==> src/rtl/alu_pkg.sv <==
// Shared constants for the ALU op scheduler: FSM encoding, ALU in_sel controls and one-hot ops.
package alu_pkg;

   localparam int unsigned OPW = 7;

   localparam logic [1:0] ST_IDLE = 2'b00;
   localparam logic [1:0] ST_LOAD = 2'b01;
   localparam logic [1:0] ST_WAIT = 2'b10;
   localparam logic [1:0] ST_DONE = 2'b11;

   localparam logic [2:0] SEL_PERSIST = 3'b100;
   localparam logic [2:0] SEL_LOAD    = 3'b010;
   localparam logic [2:0] SEL_RESET   = 3'b001;

   localparam logic [OPW-1:0] OP_ADD = 7'b0000001;
   localparam logic [OPW-1:0] OP_SUB = 7'b0000010;
   localparam logic [OPW-1:0] OP_AND = 7'b0000100;
   localparam logic [OPW-1:0] OP_OR  = 7'b0001000;
   localparam logic [OPW-1:0] OP_XOR = 7'b0010000;
   localparam logic [OPW-1:0] OP_NOT = 7'b0100000;
   localparam logic [OPW-1:0] OP_SHL = 7'b1000000;

   // ALU control for the cycle spent in a given state; only LOAD pulses the load strobe.
   function automatic logic [2:0] in_sel_for(input logic [1:0] st);
      return (st == ST_LOAD) ? SEL_LOAD : SEL_PERSIST;
   endfunction

endpackage

==> src/rtl/rr_arbiter2.sv <==
// Two-way round-robin arbiter; grants are combinational, the last winner is registered.
module rr_arbiter2 (
   input  logic clk,
   input  logic rst,
   input  logic en,
   input  logic valid0,
   input  logic valid1,
   output logic grant0,
   output logic grant1
);

   logic last_grant_q;
   logic pick1;

   // With both valid the requester that did not win last time goes next.
   always_comb begin
      pick1  = valid1 && (!valid0 || !last_grant_q);
      grant1 = en && pick1;
      grant0 = en && valid0 && !pick1;
   end

   always_ff @(posedge clk) begin
      if (rst) begin
         last_grant_q <= 1'b1;
      end else if (grant1) begin
         last_grant_q <= 1'b1;
      end else if (grant0) begin
         last_grant_q <= 1'b0;
      end
   end

endmodule

==> src/rtl/alu_op_scheduler.sv <==
// Shares one ALU between two requesters: arbitrates, drives load/persist, returns tagged results.
module alu_op_scheduler #(
   parameter int unsigned WIDTH   = 8,
   parameter int unsigned OPW     = 7,
   parameter int unsigned ALU_LAT = 1   // legal range 1..7
) (
   input  logic             clk,
   input  logic             rst,
   input  logic             on,
   input  logic             req0_valid,
   output logic             req0_ready,
   input  logic [WIDTH-1:0] req0_a,
   input  logic [WIDTH-1:0] req0_b,
   input  logic [OPW-1:0]   req0_op,
   input  logic             req1_valid,
   output logic             req1_ready,
   input  logic [WIDTH-1:0] req1_a,
   input  logic [WIDTH-1:0] req1_b,
   input  logic [OPW-1:0]   req1_op,
   output logic [2:0]       alu_in_sel,
   output logic [WIDTH-1:0] alu_num1,
   output logic [WIDTH-1:0] alu_num2,
   output logic [OPW-1:0]   alu_out_sel,
   input  logic [WIDTH-1:0] alu_out,
   output logic             rsp_valid,
   input  logic             rsp_ready,
   output logic             rsp_id,
   output logic [WIDTH-1:0] rsp_data,
   output logic             rsp_err,
   output logic [1:0]       state
);

   import alu_pkg::*;

   localparam logic [2:0] CNT_LAST = 3'(ALU_LAT - 1);

   function automatic logic is_onehot(input logic [OPW-1:0] v);
      return (v != '0) && ((v & (v - OPW'(1))) == '0);
   endfunction

   logic [1:0]       state_q, state_d;
   logic [2:0]       cnt_q, cnt_d;
   logic [2:0]       in_sel_q;
   logic [WIDTH-1:0] num1_q, num2_q;
   logic [OPW-1:0]   out_sel_q;
   logic             rsp_valid_q, rsp_id_q, rsp_err_q;
   logic [WIDTH-1:0] rsp_data_q;

   logic             grant_en;
   logic             hs;
   logic             sel1;
   logic             op_ok;
   logic             wait_last;
   logic             rsp_accept;
   logic [WIDTH-1:0] sel_a, sel_b;
   logic [OPW-1:0]   sel_op;

   assign grant_en = (state_q == ST_IDLE) && on;

   rr_arbiter2 u_arb (
      .clk    (clk),
      .rst    (rst),
      .en     (grant_en),
      .valid0 (req0_valid),
      .valid1 (req1_valid),
      .grant0 (req0_ready),
      .grant1 (req1_ready)
   );

   always_comb begin
      sel1       = req1_ready;
      hs         = req0_ready || req1_ready;
      sel_a      = sel1 ? req1_a  : req0_a;
      sel_b      = sel1 ? req1_b  : req0_b;
      sel_op     = sel1 ? req1_op : req0_op;
      op_ok      = is_onehot(sel_op);
      wait_last  = (state_q == ST_WAIT) && (cnt_q == CNT_LAST);
      rsp_accept = (state_q == ST_DONE) && rsp_ready;
   end

   always_comb begin
      state_d = state_q;
      cnt_d   = cnt_q;
      case (state_q)
         ST_IDLE: begin
            if (hs) begin
               state_d = op_ok ? ST_LOAD : ST_DONE;
            end
         end
         ST_LOAD: begin
            state_d = ST_WAIT;
            cnt_d   = 3'd0;
         end
         ST_WAIT: begin
            if (wait_last) begin
               state_d = ST_DONE;
            end else begin
               cnt_d = cnt_q + 3'd1;
            end
         end
         default: begin
            if (rsp_ready) begin
               state_d = ST_IDLE;
            end
         end
      endcase
   end

   always_ff @(posedge clk) begin
      if (rst) begin
         state_q     <= ST_IDLE;
         cnt_q       <= 3'd0;
         in_sel_q    <= SEL_RESET;
         num1_q      <= '0;
         num2_q      <= '0;
         out_sel_q   <= '0;
         rsp_valid_q <= 1'b0;
         rsp_id_q    <= 1'b0;
         rsp_err_q   <= 1'b0;
         rsp_data_q  <= '0;
      end else begin
         state_q  <= state_d;
         cnt_q    <= cnt_d;
         in_sel_q <= in_sel_for(state_d);
         // Operands are loaded at the handshake so they are already stable during LOAD.
         if (hs && op_ok) begin
            num1_q    <= sel_a;
            num2_q    <= sel_b;
            out_sel_q <= sel_op;
         end
         if (hs) begin
            rsp_id_q  <= sel1;
            rsp_err_q <= !op_ok;
            if (!op_ok) begin
               rsp_data_q  <= '0;
               rsp_valid_q <= 1'b1;
            end
         end
         if (wait_last) begin
            rsp_data_q  <= alu_out;
            rsp_valid_q <= 1'b1;
         end
         if (rsp_accept) begin
            rsp_valid_q <= 1'b0;
         end
      end
   end

   assign alu_in_sel  = in_sel_q;
   assign alu_num1    = num1_q;
   assign alu_num2    = num2_q;
   assign alu_out_sel = out_sel_q;
   assign rsp_valid   = rsp_valid_q;
   assign rsp_id      = rsp_id_q;
   assign rsp_data    = rsp_data_q;
   assign rsp_err     = rsp_err_q;
   assign state       = state_q;

endmodule

==> config.mk <==
export PLATFORM = sky130hd
export DESIGN_NAME = alu_op_scheduler
export DESIGN_NICKNAME = d
export VERILOG_FILES = /design/src/rtl/alu_pkg.sv /design/src/rtl/rr_arbiter2.sv /design/src/rtl/alu_op_scheduler.sv
export SDC_FILE = /design/constraint.sdc
export NUM_CORES = 1
export LEC_CHECK = 0
export ABC_AREA = 1
export CAP_MARGIN = 10
export CORE_AREA = 5 5 81 83
export DETAILED_ROUTE_END_ITERATION = 16
export DIE_AREA = 0 0 86 88
export PLACE_DENSITY_LB_ADDON = 0.15
export SYNTH_ARGS = -nofsm -noshare
export SYNTH_HDL_FRONTEND = slang
export SYNTH_SLANG_ARGS = --single-unit
==> constraint.sdc <==
create_clock -name clk -period 2.3 [get_ports clk]
set_input_delay 0.345 -clock clk [delete_from_list [all_inputs] [get_ports clk]]
set_output_delay 0.345 -clock clk [all_outputs]
set_load 0.02 [all_outputs]
==> results of run 1 <==
sequential cells by signal (all words and copies together) (netlist names):
signal              cells
rsp_data                8
state                   2
rsp_valid               1
alu_num2                8
alu_num1                8
cnt_q                   3
rsp_err                 1
u_arb.last_grant_q      1
rsp_id                  1
alu_out_sel             7
alu_in_sel              3
path summary, 6_finish.rpt:
check	start	endpoint	slack, ns
min	alu_num2[1]$_SDFFE_PP0P_	alu_num2[1]$_SDFFE_PP0P_	0.44
min reg2reg	alu_num2[1]$_SDFFE_PP0P_	alu_num2[1]$_SDFFE_PP0P_	0.44
max reg2reg	state[0]$_SDFF_PP0_	alu_out_sel[1]$_SDFFE_PP0P_	0.17
max	state[0]$_SDFF_PP0_	alu_out_sel[1]$_SDFFE_PP0P_	0.17
tightest hold or removal path: stages, from the launching register on:
cell and delay, ns:
dfxtp_1 0.31, inv_1 0.04, a21oi_1 0.05
power by group through the flow:
stage / Combinational, mW / Sequential, mW / Clock (mW)
2_1_floorplan: 0.493 / 1.01 / 0
5_1_grt: 1.29 / 0.904 / 0.612
3_3_place_gp: 1.05 / 0.898 / 0
3_5_place_dp: 1.07 / 0.901 / 0
6_report: 1.16 / 0.891 / 0.560
4_1_cts: 1.08 / 0.885 / 0.577
logic make-up after synthesis:
family	Yosys count	share of synthesized area
DFF	43	0.3824
AOI/OAI and AO/OA	69	0.1773
and+or+nand+nor	148	0.2740
buffers and inverters	64	0.1273
adders and majority gates	7	0.03891
per-layer routing:
layer / part of all wire / up-vias
met5: 0 / -
met4: 0.012 / 0
met3: 0.071 / 8
met2: 0.46 / 71
met1: 0.46 / 1047
li1: - / 1267
placed cells by master (no fill, tap or decap), types with 4 or more instances in the layout:
cell and instances:
nand2_1 111, clkdlybuf4s50_1 96, inv_1 46, dfxtp_1 41
a21oi_1 34, buf_4 22, o21ai_0 20, nand2_2 11
nor2_1 8, a21oi_2 6, ha_1 6, nand3_1 5
o21ai_2 5, clkbuf_8 5, nor2_2 4
through the flow:
stage / cells / util
2_1_floorplan: 331 / -
3_3_place_gp: 510 / 0.5879
3_5_place_dp: 510 / 0.5879
4_1_cts: 519 / 0.6091
5_1_grt: 527 / 0.6348
6_report: 527 / 0.6348
layout make-up:
type	count	area, sq um	share of cell area
multi-input cells	226	1182	0.3222
clock buffers	6	72.57	0.01977
clock inverters	1	30.03	0.008183
inverters	49	186.4	0.05080
flip-flops and latches	43	863.3	0.2353
repair buffers	127	1241	0.3382
well taps	75	93.84	0.02557
what timing repair did:
item,4_1_cts,5_1_grt
buffers inserted,2,6
endpoints found under the setup margin,7,37
resized for setup,3,26
gates cloned,0,2
pin swaps,1,7
==> key figures, run 1 <==
Layout
  – Fill cells: 520
  – Diodes inserted: 0
  – Layout area overhead: 63.04%
  – Final Net Count: 519
  – Share of cells above drive strength 1: 0.1615
  – Design Area, Final: 3670 sq um

Synth
  – Synth unique cells: 25
  – Top cells by area, synth: dfxtp_1 38%, nand2_1 20%, inv_1 8.0%
  – #FFs+latches synth: 43
  – Ys flop type: dfxtp_1
  – Area share of the largest cell type after synthesis: 0.3824
  – Cells after Synth: 331
  – Syn_nets: 398
  – Most frequent cell after synthesis: nand2_1
  – Yosys top cell by area: dfxtp_1
  – Synth Warn #: 0
  – Post-synth ARST share: 0
  – Mean area per synthesized cell: 6.800 sq um
  – Sequential-to-total area share from yosys stat: 0.3824
  – Post-synthesis cell area: 2251 sq um
  – Post-synth top cells: 117 x nand2_1, 48 x inv_1, 43 x dfxtp_1
  – Post-synth EDFFs: 0

Clock tree
  – Clock sinks: 43
  – TritonCTS Buffers: 5
  – CTS Hold Buffers Added: 0
  – Skew-Pair Late Insertion Delay: 0.29 ns
  – # H-tree levels: 2
  – Clock slew at reported path FFs: 0.08 ns
  – Root buffer cell: clkbuf_8
  – Maximum root-to-sink buffer count: 2
  – TritonCTS clock tree: built

Pwr
  – Flop pwr share: 0.341
  – Clk network pwr share: 0.214
  – Internal power: 1.692 mW
  – Leakage: 1.585 nW
  – Comb power frac: 0.445
  – Sw frac: 0.3524
  – Power density cells: 712.1 nW/um^2
  – Final total power: 2.613 mW
  – Worst VDD drop: 0.6163 mV
  – Switching power: 0.9210 mW

Critical path
  – Critical path, cell by cell: inv_2 > ha_4 > nand2_2 > nor2_4 > buf_6 > nand2_1 > nand2_2 > nor2_2 > nand2_1 > nand2_1 > nand2_1 > nor2_4 > nand3_4 > buf_8 > buf_4 > a21oi_1
  – Reg2Reg Depth: 16
  – CP Data Arrival Time: 2.35 ns
  – Worst-path fanout max: 19
  – CP top delay family: simple AND/OR/NAND/NOR gates
  – Worst endpoint required time: 2.52 ns
  – Crit path buffers/inverters: 4
  – Worst path depth: 16
  – Crit. End Element: flop
  – Crit-path slowest cell: dfxtp_2
  – Critical path launch point type: flop
  – Most common cell on crit path: nand2_1
  – Crit Path Category: reg2reg
  – CP max stage delay: 0.34 ns

Floorplan
  – Core area: 5781 sq um
  – Die Wd: 86 microns
  – Cell row count: 28
  – Die area: 7568 sq um
  – # IOs: 101
  – Initial Utilization: 0.3894
  – Die Y: 88 microns

Detailed routing
  – DRC Markers: 0
  – Via-to-Cell Ratio: 4.541
  – ANT nets after route: 0
  – DRT Pass-1 Iters: 4
  – Final wirelength: 6277 microns
  – Routed vias: 2393
  – Starting DRT DRC Count: 76
  – WL/cell: 11.91 microns

Timing
  – Final min period: 2.128 ns
  – Setup ws final: 0.1718 ns
  – Hold WS: 0.4422 ns
  – Max Freq: 469.9 MHz
  – Worst Skew: 0.007073 ns
  – Setup TNS: 0 ns
  – Final worst path period share: 0.9253
  – Actual slew at the worst max-slew pin: 0.3763 ns
  – Final setup viols: 0
  – Slew HR: 0.7472
  – Fin. max-slew vios: 0
  – Final hold violation count: 0

Placed design
  – Setup slack at placement: -0.2212 ns
  – Routability congestion estimate: 0.7738
  – # port buffers: 100
  – Final HPWL DP: 4660 microns
  – Post-DP Area: 3398 sq um

Global route
  – GR met1 Demand/Resource: 0.2066
  – GRT Overall Usage: 0.1604
  – First-pass GRT wire length: 9770 microns
  – Largest net degree at the start of global routing: 30
  – Antenna violations before repair: 0
  – Vias in the first global route: 2157
  – Global route overflow: 0
  – Met3 GRT Util: 0.04421
  – Layer with the highest usage: met2
  – Met2 usage: 0.2649

Min path
  – Hold Crit Depth: 2
  – Hold crit path type: reg2reg

Run status
  – Outcome: finished, final reports clean

Flow run
  – Max-cap viol count: 0
Note: power is estimated with default switching activity, not from simulation.
==> run 2, diff against run 1 <==
ABC_CLOCK_PERIOD_IN_PS = 1700   (was not set)
CORE_AREA = 5 5 87 89   (was 5 5 81 83)
DIE_AREA = 0 0 92 94   (was 0 0 86 88)
clock period = 1.7 ns   (was 2.3 ns; I/O delays follow)
==> run 2 against run 1 <==
Effect of this change:
- the run now ends with setup timing left
- design area increased by 7.3%
- via count increased by 1.2%
- global-route usage decreased by 1.9 points
- largest power group unchanged
- register-to-register slack got worse by 0.57 ns
- critical path type unchanged
- highest routed layer unchanged
- die area increased by 14%
- critical path depth unchanged
- wire length increased by 3.3%
- sequential share of layout area decreased by 1.5 points
- clock skew about the same
- sequential power increased by 37%
==> key figures, run 2 (same netlist as run 1, synthesis figures left out) <==
Critical path
  – Crit-path slowest cell: dfxtp_4
  – Crit Path Category: reg2reg
  – CP top delay family: simple AND/OR/NAND/NOR gates
  – Crit path buffers/inverters: 4
  – Critical path, cell by cell: inv_4 > ha_4 > nand2_4 > inv_6 > nand3_4 > nand2_2 > nand2_2 > nor2_2 > nand2_1 > nand2_1 > nand2_2 > nor2_4 > nand3_4 > buf_12 > buf_6 > a21oi_1
  – Crit. End Element: flop
  – Most common cell on crit path: nand2_2
  – CP Data Arrival Time: 2.32 ns
  – Worst-path fanout max: 20
  – Critical path launch point type: flop
  – Worst endpoint required time: 1.92 ns
  – CP max stage delay: 0.36 ns

Pwr
  – Comb power frac: 0.481
  – Power density cells: 955.2 nW/um^2
  – Worst VDD drop: 0.4070 mV
  – Switching power: 1.381 mW
  – Final total power: 3.761 mW
  – Sw frac: 0.3671
  – Internal power: 2.380 mW
  – Flop pwr share: 0.324
  – Clk network pwr share: 0.195
  – Leakage: 1.674 nW

Global route
  – Global route overflow: 0
  – Vias in the first global route: 2237
  – GRT Overall Usage: 0.1415
  – First-pass GRT wire length: 10030 microns
  – Antenna violations before repair: 0
  – Largest net degree at the start of global routing: 40

Clock tree
  – Clock sinks: 43
  – TritonCTS clock tree: built
  – Maximum root-to-sink buffer count: 2
  – Root buffer cell: clkbuf_8
  – TritonCTS Buffers: 5
  – CTS Hold Buffers Added: 0
  – Clock slew at reported path FFs: 0.09 ns
  – # H-tree levels: 2
  – Skew-Pair Late Insertion Delay: 0.29 ns

Placed design
  – Final HPWL DP: 4632 microns
  – Post-DP Area: 3513 sq um
  – # port buffers: 100
  – Routability congestion estimate: 0.7742

Timing
  – Actual slew at the worst max-slew pin: 0.2917 ns
  – Worst Skew: 0.007518 ns
  – Final hold violation count: 0
  – Fin. max-slew vios: 0
  – Setup ws final: -0.3966 ns
  – Slew HR: 0.8055
  – Max Freq: 477.0 MHz
  – Final worst path period share: 1.233
  – RSZ-0062 raised after global routing: yes
  – Setup TNS: -12.55 ns
  – Final setup viols: 37
  – Final min period: 2.097 ns

Flow run
  – Max-cap viol count: 0

Floorplan
  – Cell row count: 30
  – Initial Utilization: 0.3369
  – Die Wd: 92 microns
  – Core area: 6681 sq um
  – Die area: 8648 sq um
  – Die Y: 94 microns
  – # IOs: 101

Detailed routing
  – WL/cell: 11.96 microns
  – DRT Pass-1 Iters: 4
  – Starting DRT DRC Count: 34
  – Routed vias: 2421
  – Via-to-Cell Ratio: 4.467
  – ANT nets after route: 0
  – Final wirelength: 6484 microns
  – DRC Markers: 0

Layout
  – Layout area overhead: 74.93%
  – Design Area, Final: 3938 sq um
  – Share of cells above drive strength 1: 0.2532
  – Most frequent cells in the layout: 102 x nand2_1, 95 x clkdlybuf4s50_1, 46 x inv_1
  – Diodes inserted: 0
  – Fill cells: 633
  – Final Net Count: 528
  – Commonest non-fill, non-tap cell in the layout: nand2_1

Min path
  – Hold crit path type: reg2reg

Run status
  – Violated checks: setup timing
  – Outcome: complete, but fails checks
[run 2: changes by cell type in the layout (fill, tap and decap cells not counted), sizes merged]
cell / change
dlymetal6s2s: -1
bufinv: -1
clkinv: +2
clkdlybuf4s50: -1
buf: +10
clkbuf: +1
[run 2: area by class of cell]
cell class | count | area (sq um) | share of cell area
Clock buffer | 6 | 93.84 | 0.02383
Sequential cell | 43 | 868.3 | 0.2205
Multi-Input combinational cell | 226 | 1321 | 0.3356
Timing Repair Buffer | 136 | 1346 | 0.3419
Clock inverter | 2 | 13.76 | 0.003495
Tap cell | 80 | 100.1 | 0.02542
Inverter | 49 | 193.9 | 0.04925
[run 2: worst reg2reg max path, cell delays in order (launching register included)]
cell and delay [ns]:
dfxtp_4 0.36, inv_4 0.06, ha_4 0.14, nand2_4 0.07, inv_6 0.08, nand3_4 0.09, nand2_2 0.08, nand2_2 0.06
nor2_2 0.13, nand2_1 0.06, nand2_1 0.07, nand2_2 0.06, nor2_4 0.17, nand3_4 0.14, buf_12 0.19, buf_6 0.13
a21oi_1 0.13
[run 2: per-layer routing]
layer,vias to the layer above,share of wire,track usage
li1,1289,-,-
met2,66,0.50,0.2518
met4,0,0.0089,0.03342
met1,1061,0.42,0.1619
met5,-,0,0
met3,5,0.072,0.05048
[run 2: worst paths after layout]
kind                                 end  slack, ns  cells after the start                         from
max reg2reg  alu_out_sel[2]$_SDFFE_PP0P_      -0.40                     16          state[1]$_SDFF_PP0_
max          alu_out_sel[2]$_SDFFE_PP0P_      -0.40                     16          state[1]$_SDFF_PP0_
min          alu_out_sel[6]$_SDFFE_PP0P_       0.45                      2  alu_out_sel[6]$_SDFFE_PP0P_
min reg2reg  alu_out_sel[6]$_SDFFE_PP0P_       0.45                      2  alu_out_sel[6]$_SDFFE_PP0P_
[run 2: stage by stage]
step | hold slack, ns | cells | utilization | setup WS (ns)
2_1_floorplan | 0.2827 | 331 | - | -0.2907
3_3_place_gp | 0.4295 | 523 | 0.5258 | -0.6878
3_5_place_dp | 0.4384 | 523 | 0.5258 | -0.7153
4_1_cts | 0.4511 | 537 | 0.5584 | -0.3527
5_1_grt | 0.4761 | 542 | 0.5893 | -0.5432
6_report | 0.4456 | 542 | 0.5893 | -0.3966
[run 2: power by group through the flow]
stage	registers, mW	logic, mW	clock network (mW)
final	1.22	1.81	0.735
after CTS	1.22	1.63	0.762
after floorplan	1.39	0.709	0
after global placement	1.24	1.52	0
after detailed placement	1.24	1.54	0
after global routing	1.23	1.99	0.810
[run 2: repair_timing]
item / CTS / global route
cloned: 1 / 2
gates resized for setup: 33 / 51
setup endpoints to repair: 40 / 41
setup buffers: 5 / 4
pin swaps: 6 / 7
==> run 3, diff against run 2 <==
==> constraint.sdc (replaced) <==
create_clock -name clk -period 1.7 [get_ports clk]
set_input_delay 0.34 -clock clk [delete_from_list [all_inputs] [get_ports clk]]
set_output_delay 0.34 -clock clk [all_outputs]
set_load 0.02 [all_outputs]
==> run 3 against run 2 <==
Effect of this change:
- the flow still finishes with violations (setup timing)
- sequential share of layout area fell by 1.5 points
- critical endpoint is now alu_num1[7]$_SDFFE_PP0P_
- clock power grew 1%
- clock-buffer cell count is the same
- register-to-register slack worse by 0.08 ns
- flip-flop and latch count unchanged
- largest cell class unchanged
- fmax shrank 3.9%
- die area is the same
- design area rose by 7.1%
- first-iteration DRC count increased by 53%
- highest routed layer unchanged
- wire length up 9.4%
- core utilization is 4.2 points higher
- non-clock buffer count up 12
==> key figures, run 3 (same netlist as run 1, synthesis figures left out) <==
Run status
  – Outcome: complete, but fails checks
  – Violated checks: setup timing

Detailed routing
  – DRC Markers: 0
  – Routed vias: 2507
  – Starting DRT DRC Count: 52
  – DRT Pass-1 Iters: 4
  – Final wirelength: 7093 microns
  – Via-to-Cell Ratio: 4.533
  – WL/cell: 12.83 microns
  – ANT nets after route: 0

Floorplan
  – Core area: 6681 sq um
  – Die area: 8648 sq um
  – Cell row count: 30
  – Die Wd: 92 microns
  – Initial Utilization: 0.3369
  – # IOs: 101
  – Die Y: 94 microns

Critical path
  – Crit-path slowest cell: dfxtp_4
  – Critical path, cell by cell: inv_4 > ha_4 > nand2_4 > inv_4 > buf_4 > nand4_1 > nand2_2 > nor2_2 > nand2_1 > nand2_1 > nand2_2 > nor2_4 > nand3_4 > buf_12 > buf_16 > o21ai_4 > a21oi_2
  – Critical path launch point type: flop
  – Worst-path fanout max: 5
  – Crit Path Category: reg2reg
  – Worst endpoint required time: 1.89 ns
  – Crit path buffers/inverters: 5
  – CP max stage delay: 0.36 ns
  – CP Data Arrival Time: 2.37 ns
  – Crit. End Element: flop
  – Worst path depth: 17
  – CP top delay family: simple AND/OR/NAND/NOR gates
  – Reg2Reg Depth: 17

Timing
  – Setup ws final: -0.4811 ns
  – Final worst path period share: 1.283
  – Worst Skew: 0.008682 ns
  – Final min period: 2.181 ns
  – Fin. max-slew vios: 0
  – Slew HR: 0.8190
  – RSZ-0062 raised after global routing: yes
  – Setup TNS: -15.12 ns
  – Max Freq: 458.5 MHz
  – Final hold violation count: 0
  – Actual slew at the worst max-slew pin: 0.2707 ns
  – Final setup viols: 37

Clock tree
  – Root buffer cell: clkbuf_8
  – TritonCTS clock tree: built
  – Skew-Pair Late Insertion Delay: 0.30 ns
  – Clock slew at reported path FFs: 0.09 ns
  – # H-tree levels: 2
  – Clock sinks: 43
  – TritonCTS Buffers: 5
  – Maximum root-to-sink buffer count: 2

Pwr
  – Switching power: 1.436 mW
  – Final total power: 3.882 mW
  – Power density cells: 921.0 nW/um^2
  – Internal power: 2.447 mW
  – Worst VDD drop: 0.4360 mV
  – Flop pwr share: 0.314
  – Leakage: 1.788 nW
  – Sw frac: 0.3698
  – Clk network pwr share: 0.192
  – Comb power frac: 0.494

Global route
  – First-pass GRT wire length: 10900 microns
  – Global route overflow: 0
  – Largest net degree at the start of global routing: 30
  – Vias in the first global route: 2327
  – Antenna violations before repair: 0
  – GRT Overall Usage: 0.1573

Placed design
  – Final HPWL DP: 4631 microns
  – Post-DP Area: 3513 sq um
  – Routability congestion estimate: 0.7742
  – # port buffers: 100

Flow run
  – Max-cap viol count: 0

Layout
  – Diodes inserted: 0
  – Design Area, Final: 4215 sq um
  – Fill cells: 608
  – Share of cells above drive strength 1: 0.3214
  – Multi-input logic area: 1430 sq um
  – Most frequent cells in the layout: 101 x nand2_1, 93 x clkdlybuf4s50_1, 44 x inv_1
  – Commonest non-fill, non-tap cell in the layout: nand2_1
  – Sequential cell area: 868.3 sq um
  – Final Net Count: 539
  – Layout area overhead: 87.27%

Min path
  – Hold Crit Depth: 2
  – Hold crit path type: reg2reg
==> run 3: changes by cell type in the layout (fill, tap and decap cells not counted), moves of 3 or more <==
cell | before | now
a21oi_1 | 24 | 13
a21oi_2 | 16 | 26
buf_16 | 0 | 3
buf_4 | 25 | 36
buf_6 | 10 | 5
o21ai_0 | 7 | 3
o21ai_1 | 9 | 3
o21ai_2 | 10 | 13
o21ai_4 | 1 | 8
==> run 3: area by class of cell <==
cell class,instances,area share
multi-input combinational,225,0.3393
sequential,43,0.2060
tap,80,0.02375
timing repair buffer,148,0.3600
clock inverter,2,0.003265
clock buffer,6,0.02226
inverter,49,0.04541
==> run 3: worst register-to-register path: stages, from the launching register on <==
cell and delay, ns:
dfxtp_4 0.36, inv_4 0.04, ha_4 0.16, nand2_4 0.08
inv_4 0.04, buf_4 0.13, nand4_1 0.09, nand2_2 0.10
nor2_2 0.11, nand2_1 0.06, nand2_1 0.07, nand2_2 0.06
nor2_4 0.14, nand3_4 0.15, buf_12 0.18, buf_16 0.14
o21ai_4 0.14, a21oi_2 0.04
==> run 3: power by group through the flow <==
| stage | Combinational (mW) | Sequential (mW) | Clock, mW |
|---|---|---|---|
| detailed placement | 1.54 | 1.24 | 0 |
| global route | 2.10 | 1.24 | 0.816 |
| global placement | 1.52 | 1.24 | 0 |
| CTS | 1.73 | 1.22 | 0.762 |
| finish | 1.92 | 1.22 | 0.745 |
| floorplan | 0.709 | 1.39 | 0 |
==> run 3: stage by stage <==
| stage | util | setup WS [ns] | hold slack [ns] | instances |
|---|---|---|---|---|
| after detailed placement | 0.5258 | -0.8003 | 0.4384 | 523 |
| after global placement | 0.5258 | -0.7728 | 0.4295 | 523 |
| final | 0.6309 | -0.4811 | 0.4493 | 553 |
| after CTS | 0.5929 | -0.4831 | 0.4481 | 546 |
| after floorplan | - | -0.2907 | 0.3677 | 331 |
| after global routing | 0.6309 | -0.6161 | 0.4726 | 553 |
==> run 3: timing repair <==
action,4_1_cts,5_1_grt
cloned,4,3
setup endpoints to repair,42,40
pin swaps,19,11
buffers inserted,11,5
hold buffers,0,0
gates resized for setup,72,45
==> run 3: final timing paths <==
path	startpoint	to	slack (ns)
min reg2reg	alu_num1[0]$_SDFFE_PP0P_	alu_num1[0]$_SDFFE_PP0P_	0.45
min	alu_num1[0]$_SDFFE_PP0P_	alu_num1[0]$_SDFFE_PP0P_	0.45
max	state[0]$_SDFF_PP0_	alu_num1[7]$_SDFFE_PP0P_	-0.48
max reg2reg	state[0]$_SDFF_PP0_	alu_num1[7]$_SDFFE_PP0P_	-0.48
==> run 3: routing by layer <==
metal,up-vias,global-route usage,share of wire
met5,-,0,0
li1,1307,-,-
met3,7,0.05208,0.066
met2,78,0.2962,0.51
met4,0,0.03342,0.011
met1,1115,0.1707,0.41
